`src/rtl/multicycle_control_unit.sv`:
```
// Multi-cycle control FSM for the DataPath: owns the PC and the fetch port, and
// sequences fetch, decode, execute, memory and writeback for each instruction.
module multicycle_control_unit #(
  parameter logic [31:0] RESET_PC = 32'h0000_0000,
  parameter logic [3:0]  ALU_ADD  = 4'b0000,
  parameter logic [3:0]  ALU_SUB  = 4'b0001
) (
  input  logic        clk,
  input  logic        rst,
  output logic [31:0] imem_addr,
  input  logic [31:0] imem_data,
  input  logic [31:0] alu_result1,
  input  logic        zero_flag,
  input  logic        carry_flag,
  input  logic        sign_flag,
  input  logic        overflow_flag,
  output logic        regWriteEnable,
  output logic        regWrite_select,
  output logic        reg_to_pc,
  output logic        reg_data,
  output logic        MemRead,
  output logic        MemWrite,
  output logic        ALU_src,
  output logic        const_src,
  output logic [4:0]  regAddr_1,
  output logic [4:0]  regAddr_2,
  output logic [5:0]  shift_amount,
  output logic [15:0] immediate_const,
  output logic [3:0]  alu_control,
  output logic [31:0] npc,
  output logic [3:0]  flags_q,
  output logic        halted,
  output logic        illegal_op
);

  localparam logic [5:0] OP_RALU  = 6'h00;
  localparam logic [5:0] OP_SHIFT = 6'h01;
  localparam logic [5:0] OP_ADDI  = 6'h02;
  localparam logic [5:0] OP_LD    = 6'h03;
  localparam logic [5:0] OP_ST    = 6'h04;
  localparam logic [5:0] OP_BR    = 6'h05;
  localparam logic [5:0] OP_BEQ   = 6'h06;
  localparam logic [5:0] OP_BNE   = 6'h07;
  localparam logic [5:0] OP_CALL  = 6'h08;
  localparam logic [5:0] OP_RET   = 6'h09;
  localparam logic [5:0] OP_HALT  = 6'h3F;

  typedef enum logic [2:0] {
    S_FETCH, S_FWAIT, S_DECODE, S_EXEC, S_MEM, S_MWAIT, S_WB, S_HALT
  } state_t;

  typedef struct packed {
    logic        reg_write_select;
    logic        reg_to_pc;
    logic        reg_data;
    logic        alu_src;
    logic        const_src;
    logic [4:0]  reg_addr_1;
    logic [4:0]  reg_addr_2;
    logic [5:0]  shift_amount;
    logic [15:0] imm;
    logic [3:0]  alu_control;
  } ctrl_t;

  // Static DataPath controls implied by one instruction word.
  function automatic ctrl_t decode_ctrl(input logic [31:0] ir);
    ctrl_t c;
    c              = '0;
    c.reg_addr_1   = ir[25:21];
    c.reg_addr_2   = ir[20:16];
    c.shift_amount = ir[15:10];
    c.imm          = ir[15:0];
    case (ir[31:26])
      OP_RALU: begin
        c.alu_control = ir[3:0];
        c.reg_data    = 1'b1;
      end
      OP_SHIFT: begin
        c.alu_src     = 1'b1;
        c.const_src   = 1'b1;
        c.alu_control = ir[3:0];
        c.reg_data    = 1'b1;
      end
      OP_ADDI: begin
        c.alu_src     = 1'b1;
        c.alu_control = ALU_ADD;
        c.reg_data    = 1'b1;
      end
      OP_LD: begin
        c.alu_src          = 1'b1;
        c.alu_control      = ALU_ADD;
        c.reg_write_select = 1'b1;
      end
      OP_ST: begin
        c.alu_src     = 1'b1;
        c.alu_control = ALU_ADD;
      end
      OP_BEQ, OP_BNE: c.alu_control = ALU_SUB;
      OP_CALL: begin
        c.reg_to_pc   = 1'b1;
        c.reg_addr_1  = 5'd31;
        c.alu_control = ALU_ADD;
      end
      OP_RET: begin
        c.reg_addr_1  = 5'd31;
        c.alu_src     = 1'b1;
        c.imm         = 16'h0000;
        c.alu_control = ALU_ADD;
      end
      default: c.alu_control = 4'b0000;  // BR, HALT and undefined opcodes drive no ALU work
    endcase
    return c;
  endfunction

  state_t      state_q, state_d;
  logic [31:0] pc_q, pc_d;
  logic [31:0] ir_q, ir_d;
  logic [3:0]  flags_d;
  logic        illegal_q, illegal_d;
  logic        halted_q, halted_d;
  logic        we_q, we_d;
  logic        mem_rd_q, mem_rd_d;
  logic        mem_wr_q, mem_wr_d;
  ctrl_t       ctrl_q, ctrl_d;
  logic [5:0]  op_s;
  logic [31:0] npc_s;
  logic [31:0] target_s;

  assign op_s     = ir_q[31:26];
  assign npc_s    = pc_q + 32'd4;
  assign target_s = npc_s + {{14{ir_q[15]}}, ir_q[15:0], 2'b00};

  // Next state, PC, IR, flag and sticky-error update.
  always_comb begin
    state_d   = state_q;
    pc_d      = pc_q;
    ir_d      = ir_q;
    flags_d   = flags_q;
    illegal_d = illegal_q;
    case (state_q)
      S_FETCH: state_d = S_FWAIT;
      S_FWAIT: begin
        ir_d    = imem_data;
        state_d = S_DECODE;
      end
      S_DECODE: state_d = (op_s == OP_HALT) ? S_HALT : S_EXEC;
      S_EXEC: begin
        if (op_s inside {OP_RALU, OP_SHIFT, OP_ADDI, OP_BEQ, OP_BNE}) begin
          flags_d = {zero_flag, carry_flag, sign_flag, overflow_flag};
        end else begin
          flags_d = flags_q;
        end
        case (op_s)
          OP_LD, OP_ST:                       state_d = S_MEM;
          OP_RALU, OP_SHIFT, OP_ADDI, OP_CALL: state_d = S_WB;
          OP_BR: begin
            pc_d    = target_s;
            state_d = S_FETCH;
          end
          OP_BEQ: begin
            pc_d    = zero_flag ? target_s : npc_s;
            state_d = S_FETCH;
          end
          OP_BNE: begin
            pc_d    = zero_flag ? npc_s : target_s;
            state_d = S_FETCH;
          end
          OP_RET: begin
            pc_d    = alu_result1;
            state_d = S_FETCH;
          end
          default: begin
            illegal_d = 1'b1;
            pc_d      = npc_s;
            state_d   = S_FETCH;
          end
        endcase
      end
      S_MEM: state_d = S_MWAIT;
      S_MWAIT: begin
        if (op_s == OP_LD) begin
          state_d = S_WB;
        end else begin
          pc_d    = npc_s;
          state_d = S_FETCH;
        end
      end
      S_WB: begin
        pc_d    = (op_s == OP_CALL) ? target_s : npc_s;
        state_d = S_FETCH;
      end
      S_HALT:  state_d = S_HALT;
      default: state_d = S_FETCH;
    endcase
  end

  // Controls are pre-decoded from the next IR so they appear registered from DECODE on.
  always_comb begin
    ctrl_d   = '0;
    we_d     = 1'b0;
    mem_rd_d = 1'b0;
    mem_wr_d = 1'b0;
    halted_d = (state_d == S_HALT);
    if (state_d inside {S_DECODE, S_EXEC, S_MEM, S_MWAIT, S_WB}) begin
      ctrl_d   = decode_ctrl(ir_d);
      we_d     = (state_d == S_WB);
      mem_rd_d = (state_d inside {S_MEM, S_MWAIT}) && (ir_d[31:26] == OP_LD);
      mem_wr_d = (state_d inside {S_MEM, S_MWAIT}) && (ir_d[31:26] == OP_ST);
    end else begin
      ctrl_d = '0;
    end
  end

  // State and output registers with synchronous reset.
  always_ff @(posedge clk) begin
    if (rst) begin
      state_q   <= S_FETCH;
      pc_q      <= RESET_PC;
      ir_q      <= 32'h0000_0000;
      flags_q   <= 4'b0000;
      illegal_q <= 1'b0;
      halted_q  <= 1'b0;
      we_q      <= 1'b0;
      mem_rd_q  <= 1'b0;
      mem_wr_q  <= 1'b0;
      ctrl_q    <= '0;
    end else begin
      state_q   <= state_d;
      pc_q      <= pc_d;
      ir_q      <= ir_d;
      flags_q   <= flags_d;
      illegal_q <= illegal_d;
      halted_q  <= halted_d;
      we_q      <= we_d;
      mem_rd_q  <= mem_rd_d;
      mem_wr_q  <= mem_wr_d;
      ctrl_q    <= ctrl_d;
    end
  end

  // A reset arriving during WB must suppress that cycle's register write.
  assign regWriteEnable  = we_q & ~rst;
  assign regWrite_select = ctrl_q.reg_write_select;
  assign reg_to_pc       = ctrl_q.reg_to_pc;
  assign reg_data        = ctrl_q.reg_data;
  assign MemRead         = mem_rd_q;
  assign MemWrite        = mem_wr_q;
  assign ALU_src         = ctrl_q.alu_src;
  assign const_src       = ctrl_q.const_src;
  assign regAddr_1       = ctrl_q.reg_addr_1;
  assign regAddr_2       = ctrl_q.reg_addr_2;
  assign shift_amount    = ctrl_q.shift_amount;
  assign immediate_const = ctrl_q.imm;
  assign alu_control     = ctrl_q.alu_control;
  assign imem_addr       = pc_q;
  assign npc             = npc_s;
  assign halted          = halted_q;
  assign illegal_op      = illegal_q;

endmodule

```
`config.mk`:
```
export PLATFORM = sky130hd
export DESIGN_NAME = multicycle_control_unit
export DESIGN_NICKNAME = d
export VERILOG_FILES = /design/src/rtl/multicycle_control_unit.sv
export SDC_FILE = /design/constraint.sdc
export NUM_CORES = 1
export LEC_CHECK = 0
export CAP_MARGIN = 25
export CORE_ASPECT_RATIO = 1.75
export CORE_MARGIN = 2
export CORE_UTILIZATION = 53
export CTS_CLUSTER_SIZE = 8
export DETAILED_ROUTE_END_ITERATION = 10
export GPL_ROUTABILITY_DRIVEN = 0
export PLACE_DENSITY_LB_ADDON = 0.15
export SYNTH_ARGS = -nofsm -noshare
export SYNTH_HDL_FRONTEND = slang
export SYNTH_SLANG_ARGS = --single-unit
```
`constraint.sdc`:
```
create_clock -name clk -period 8.2 [get_ports clk]
set_clock_uncertainty 0.2 [all_clocks]
set_input_delay 2.05 -clock clk [delete_from_list [all_inputs] [get_ports clk]]
set_output_delay 2.05 -clock clk [all_outputs]
set_load 0.02 [all_outputs]
```
==> results_dict.tcl, run 1 <==
set metrics [dict create \
    status "complete, no violations" \
    ys_seq_area_frac 0.3348 \
    synth_edf_count 0 \
    drt_wl_total_um 22750 \
    netlist-cell-type-count 77 \
    relSlewSlack 0.3433 \
    cts_root_buf "clkbuf_16" \
    num_rows 55 \
    routed_via_density 6.031 \
    synth_common_cells "nor2_1, dfxtp_1, nand2_1" \
    clkTransAtPathRegs_ps 60 \
    endpoint_kind "output port" \
    cts-resized-gates 0 \
    ys_seq_elements 117 \
    reg2reg_depth 14 \
    synth.area.top_cells "dfxtp_1, nor2_1, ha_1, mux2i_1, a21oi_1" \
    start_util 0.5408 \
    drt_iter0_drc 527 \
    numCtsBuffers 17 \
    worst_pin_slew_ps 985.0 \
    crit_fanout 8 \
    io_pins 184 \
    synth.most_common_cell "nor2_1" \
    critical_path_required_ps 5950 \
    cts_buffer_depth 2 \
    grt_busiest_layer "met2" \
    die_y_um 156.0 \
    use_met2 0.5551 \
    die-area_mm2 0.01417 \
    cp.arrival_ps 3620 \
    drc 0 \
    critical_path_class "reg -> out" \
    syn_inst 863 \
    clk_latency_ps 420 \
    avgSynthCellArea_um2 8.107 \
    synth_largest_area_cell "dfxtp_1" \
    vias 7291 \
    grt_setup_unrepaired "false" \
    cts_setup_buffers 0 \
    dr.pass1.iters 5 \
    die_w_um 90.86 \
    synth_top_cell_area_share 0.3348 \
    place_hpwl_um 16450 \
    use_met1 0.3319 \
    use_met3 0.08019 \
    period_share 0.7163 \
    layout-drive-gt1-share 0.06069 \
    antenna_cells 0 \
    fin_crit_ps 5873 \
    grt_max_degree 84 \
    fillers 1055 \
    ys.flop_type "dfxtp_1" \
    portBuffers 183 \
    placed_cell_area_mm2 0.008874 \
    coreArea_mm2 0.01294 \
    finalHoldViolCount 0 \
    grt_usage 0.3177 \
    p_leak_nw 3.676 \
    rrSetupSlack_ps 3300 \
    cts_tree "yes" \
    synthToLayoutAreaGrowth_pct 35.53 \
    hold_path_class "reg -> reg" \
    peakVddDrop_mv 0.1715 \
    maxSlewViolCount 0 \
    finalSetupViolations 0 \
    cap_violations 0 \
    hold_depth 2 \
    hold_buffers 0 \
    synthArstFlopShare 0 \
    yosysWarnings 0 \
    fmax_ghz 0.1703 \
    startpoint_type "flip-flop" \
    netlist_area_mm2 0.006997 \
    grt_pass1_vias 7273 \
    grt-ovfl-total 0 \
    routedWlPerCell_um 18.82 \
    grt_antenna_before_repair 0 \
    fin_setup_tns_ps 0 \
    syn_nets 969 \
    final_nets 1131 \
    htreeDepth 4 \
    post-route-util 0.7330 \
    ant_nets 0 \
    power_density_mw_per_mm2 186.2 \
    grt_pass1_wl_um 36100 \
    stdcell_area_mm2 0.009483 \
    clock_sinks 117 \
]
==> metrics by stage <==
stage	setup WS, ps	instances	hold WS, ps	total power [mW]
after global routing	2177	1209	315.1	1.830
after CTS	2391	1208	289.3	1.768
after global placement	2991	1176	265.8	1.007
final	2327	1209	292.2	1.766
after floorplan	3241	863	255.7	0.8661
after detailed placement	2860	1176	271.3	1.011
==> registers in the layout (all words and copies together) (netlist names), 4 cells and up <==
name / count
regAddr_1: 5
alu_control: 4
regAddr_2: 5
flags_q: 4
imem_addr: 32
ir_q: 32
shift_amount: 6
immediate_const: 16
==> path summary, 6_finish.rpt <==
path | endpoint | startpoint
worst min-delay path | illegal_op | illegal_op
worst max register to register | imem_addr[26] | imem_addr[2]
worst max-delay path | npc[26] | imem_addr[2]
worst min register to register | illegal_op | illegal_op
==> report_power, final <==
part,leakage (nW),internal (mW),switching [mW]
registers,0.952,0.603,0.0321
logic,2.44,0.163,0.208
clock network,0.284,0.455,0.306
==> cell type report <==
type,instances,area [µm²],area share
Tap cell,171,214.0,0.02256
Clock inverter,15,168.9,0.01781
Timing Repair Buffer,189,1879,0.1982
Inverter,19,71.32,0.007521
Clock buffer,17,425.4,0.04486
Multi-Input combinational cell,681,4382,0.4621
Sequential cell,117,2342,0.2470
==> critical path: stages (launching register included) <==
cell and delay, ps:
dfxtp_1 430, ha_1 270, nand3_1 230, nor2_1 660
nand2_1 300, nor3_2 270, xor2_1 340, clkdlybuf4s50_1 710
==> cell usage in the layout (no fill, tap or decap), types with 6 or more instances in the layout <==
cell type / instances
a211oi_1: 9
a21o_1: 13
a21oi_1: 68
a221o_1: 13
a221oi_1: 6
a222oi_1: 6
a22oi_1: 6
and2_1: 9
and3_1: 6
clkbuf_16: 17
clkdlybuf4s50_1: 182
dfxtp_1: 117
ha_1: 35
inv_1: 19
inv_6: 6
mux2i_1: 38
nand2_1: 77
nand2b_1: 6
nand3_1: 21
nand4_1: 15
nor2_1: 133
nor2b_1: 6
nor3_1: 30
nor4_1: 8
o21ai_0: 34
o21bai_1: 6
or3_1: 7
xnor2_1: 36
xor2_1: 19
==> logic make-up after synthesis <==
logic type / after synthesis / share of synthesized area
mux: 39 / 0.05597
compound gates: 209 / 0.2031
flops: 117 / 0.3348
xor+xnor: 56 / 0.07117
buf+inv: 65 / 0.04024
simple gates: 341 / 0.2293
fa+ha+maj: 36 / 0.06545
==> per-layer routing <==
metal	up-vias	share of wire
met5	-	0
met4	0	0.062
met3	99	0.074
met2	329	0.50
met1	3422	0.36
li1	3441	-
(Power assumes the default switching activity.)
==> run 2, diff against run 1 <==
--- a/config.mk
+++ b/config.mk
@@ -8,7 +8,7 @@
 export CAP_MARGIN = 25
 export CORE_ASPECT_RATIO = 1.75
 export CORE_MARGIN = 2
-export CORE_UTILIZATION = 53
+export CORE_UTILIZATION = 50
 export CTS_CLUSTER_SIZE = 8
 export DETAILED_ROUTE_END_ITERATION = 10
 export GPL_ROUTABILITY_DRIVEN = 0
==> constraint.sdc (replaced) <==
create_clock -name clk -period 6.1 [get_ports clk]
set_clock_uncertainty 0.2 [all_clocks]
set_input_delay 1.525 -clock clk [delete_from_list [all_inputs] [get_ports clk]]
set_output_delay 1.525 -clock clk [all_outputs]
set_load 0.02 [all_outputs]
==> run 2 against run 1 <==
  * Clock power rose by 25%
  * Non-clock buffer count did not move
  * Register-to-register slack got worse by 2000 ps
  * Worst setup slack worse by 1400 ps
  * Die area is 5.8% higher
  * Critical path depth did not move
  * Design area decreased by 0.33%
  * Hold slack got worse by 21 ps
  * Flip-flop and latch count stayed put
  * Sequential power rose by 34%
  * Critical endpoint unchanged
  * Largest power group unchanged
  * Highest routed layer unchanged
==> results_dict.tcl, run 2 (synthesized netlist as in run 1, its figures left out) <==
set metrics [dict create \
    status "complete, no violations" \
    cts_setup_buffers 0 \
    cts_root_buf "clkbuf_16" \
    cp_cell_sequence "ha_1, nand3_1, nor2_1, nand2_1, nor3_2, xor2_1, clkdlybuf4s50_1" \
    drc 0 \
    layout-drive-gt1-share 0.06069 \
    start_util 0.5083 \
    final_common_cell "clkdlybuf4s50_1" \
    cts-resized-gates 0 \
    routed_via_density 5.932 \
    wl_met1_um 8513 \
    grt_max_degree 84 \
    grt_pass1_vias 7205 \
    grt_setup_unrepaired "false" \
    crit_path_top_delay_cell "clkdlybuf4s50_1" \
    cts_tree "yes" \
    clock_sinks 117 \
    critical_path_required_ps 4380 \
    crit_buf_inv 1 \
    path_depth 7 \
    sw_frac_of_total 0.3192 \
    drt_iter0_drc 466 \
    routedWlPerCell_um 18.95 \
    fmax_ghz 0.1929 \
    finalHoldViolCount 0 \
    wl_met2_um 11640 \
    top_layer "met4" \
    hold_buffers 0 \
    grt_antenna_before_repair 0 \
    hold_path_class "reg -> reg" \
    vias 7207 \
    reg2reg_depth 14 \
    coreArea_mm2 0.01376 \
    p_leak_nw 3.656 \
    grt_usage 0.3051 \
    cp.arrival_ps 3460 \
    portBuffers 183 \
    antenna_cells 0 \
    num_rows 57 \
    grt-ovfl-total 0 \
    endpoint_kind "output port" \
    place_hpwl_um 16980 \
    synthToLayoutAreaGrowth_pct 35.09 \
    clkPwrFrac 0.414 \
    numCtsBuffers 17 \
    fillers 1174 \
    crit_family "simple AND/OR/NAND/NOR gates" \
    maxSlewViolCount 0 \
    clkTransAtPathRegs_ps 60 \
    htreeDepth 4 \
    finalSetupViolations 0 \
    final_nets 1131 \
    dr_wl_met3_um 1558 \
    die_w_um 93.42 \
    hold_depth 2 \
    io_pins 184 \
    crit_fanout 8 \
    cap_violations 0 \
    power_density_mw_per_mm2 244.0 \
    startpoint_type "flip-flop" \
    cts_buffer_depth 2 \
    pwr-share-seq 0.370 \
    critical_path_class "reg -> out" \
    comb_power_share 0.216 \
    die_y_um 160.5 \
    clk_latency_ps 420 \
    ant_nets 0 \
    peakVddDrop_mv 0.2212 \
    layout_common_cells "clkdlybuf4s50_1, nor2_1, dfxtp_1" \
    switching_power_uw 736.0 \
    fin_setup_tns_ps 0 \
    worst_pin_slew_ps 956.6 \
    p_int_mw 1.570 \
    period_share 0.8498 \
    drt_wl_total_um 23030 \
    hold_ws_ps 271.4 \
    grt_pass1_wl_um 36080 \
    dr.pass1.iters 5 \
    fin_crit_ps 5184 \
    relSlewSlack 0.3623 \
    die-area_mm2 0.01499 \
    slowest_delay_ps 700 \
]
==> run 2: cell types whose count changed in the layout (fill, tap and decap cells not counted), sizes merged <==
cell and change:
bufinv -2, clkbuf +1, inv +1, clkinvlp +1
clkinv -1
==> run 2: worst paths after layout <==
path,start,to,slack (ps)
worst min register to register,illegal_op,illegal_op,270
worst max-delay path,imem_addr[2],npc[26],920
worst min-delay path,illegal_op,illegal_op,270
worst max register to register,imem_addr[2],imem_addr[26],1320
==> run 2: final cells by class <==
type	instances	area (µm²)	share of cell area
Multi-Input combinational cell	681	4382	0.4636
Sequential cell	117	2342	0.2478
Timing Repair Buffer	189	1879	0.1988
Clock buffer	18	439.2	0.04647
Tap cell	177	221.5	0.02343
Clock inverter	14	116.4	0.01231
Inverter	19	71.32	0.007546
==> run 2: tightest hold or removal path, stage by stage (launching register included) <==
cell and delay [ps]:
dfxtp_1 320, a21oi_1 40, nor2_1 70
==> run 2: routing by layer <==
metal | track usage | up-vias
met5 | 0 | -
met4 | 0.1878 | 0
met3 | 0.08161 | 86
met2 | 0.5320 | 322
met1 | 0.3186 | 3368
li1 | - | 3431
==> run 2: stage by stage <==
stage	area, µm²	setup slack [ps]	instances	utilization	power [mW]
5_1_grt	9452	736.8	1215	0.6867	2.388
3_5_place_dp	8881	1407	1182	0.6452	1.362
3_3_place_gp	8881	1472	1182	0.6452	1.357
2_1_floorplan	6997	1834	863	-	1.164
4_1_cts	9437	957.8	1214	0.6856	2.311
6_report	9452	916.3	1215	0.6867	2.306
==> run 2: power by group through the flow <==
stage          Clock (mW)  Sequential (mW)  Combinational [mW]
2_1_floorplan           0            0.890               0.274
3_3_place_gp            0            0.868               0.488
3_5_place_dp            0            0.869               0.493
4_1_cts             0.963            0.853               0.495
5_1_grt             0.990            0.859               0.539
6_report            0.955            0.853               0.497
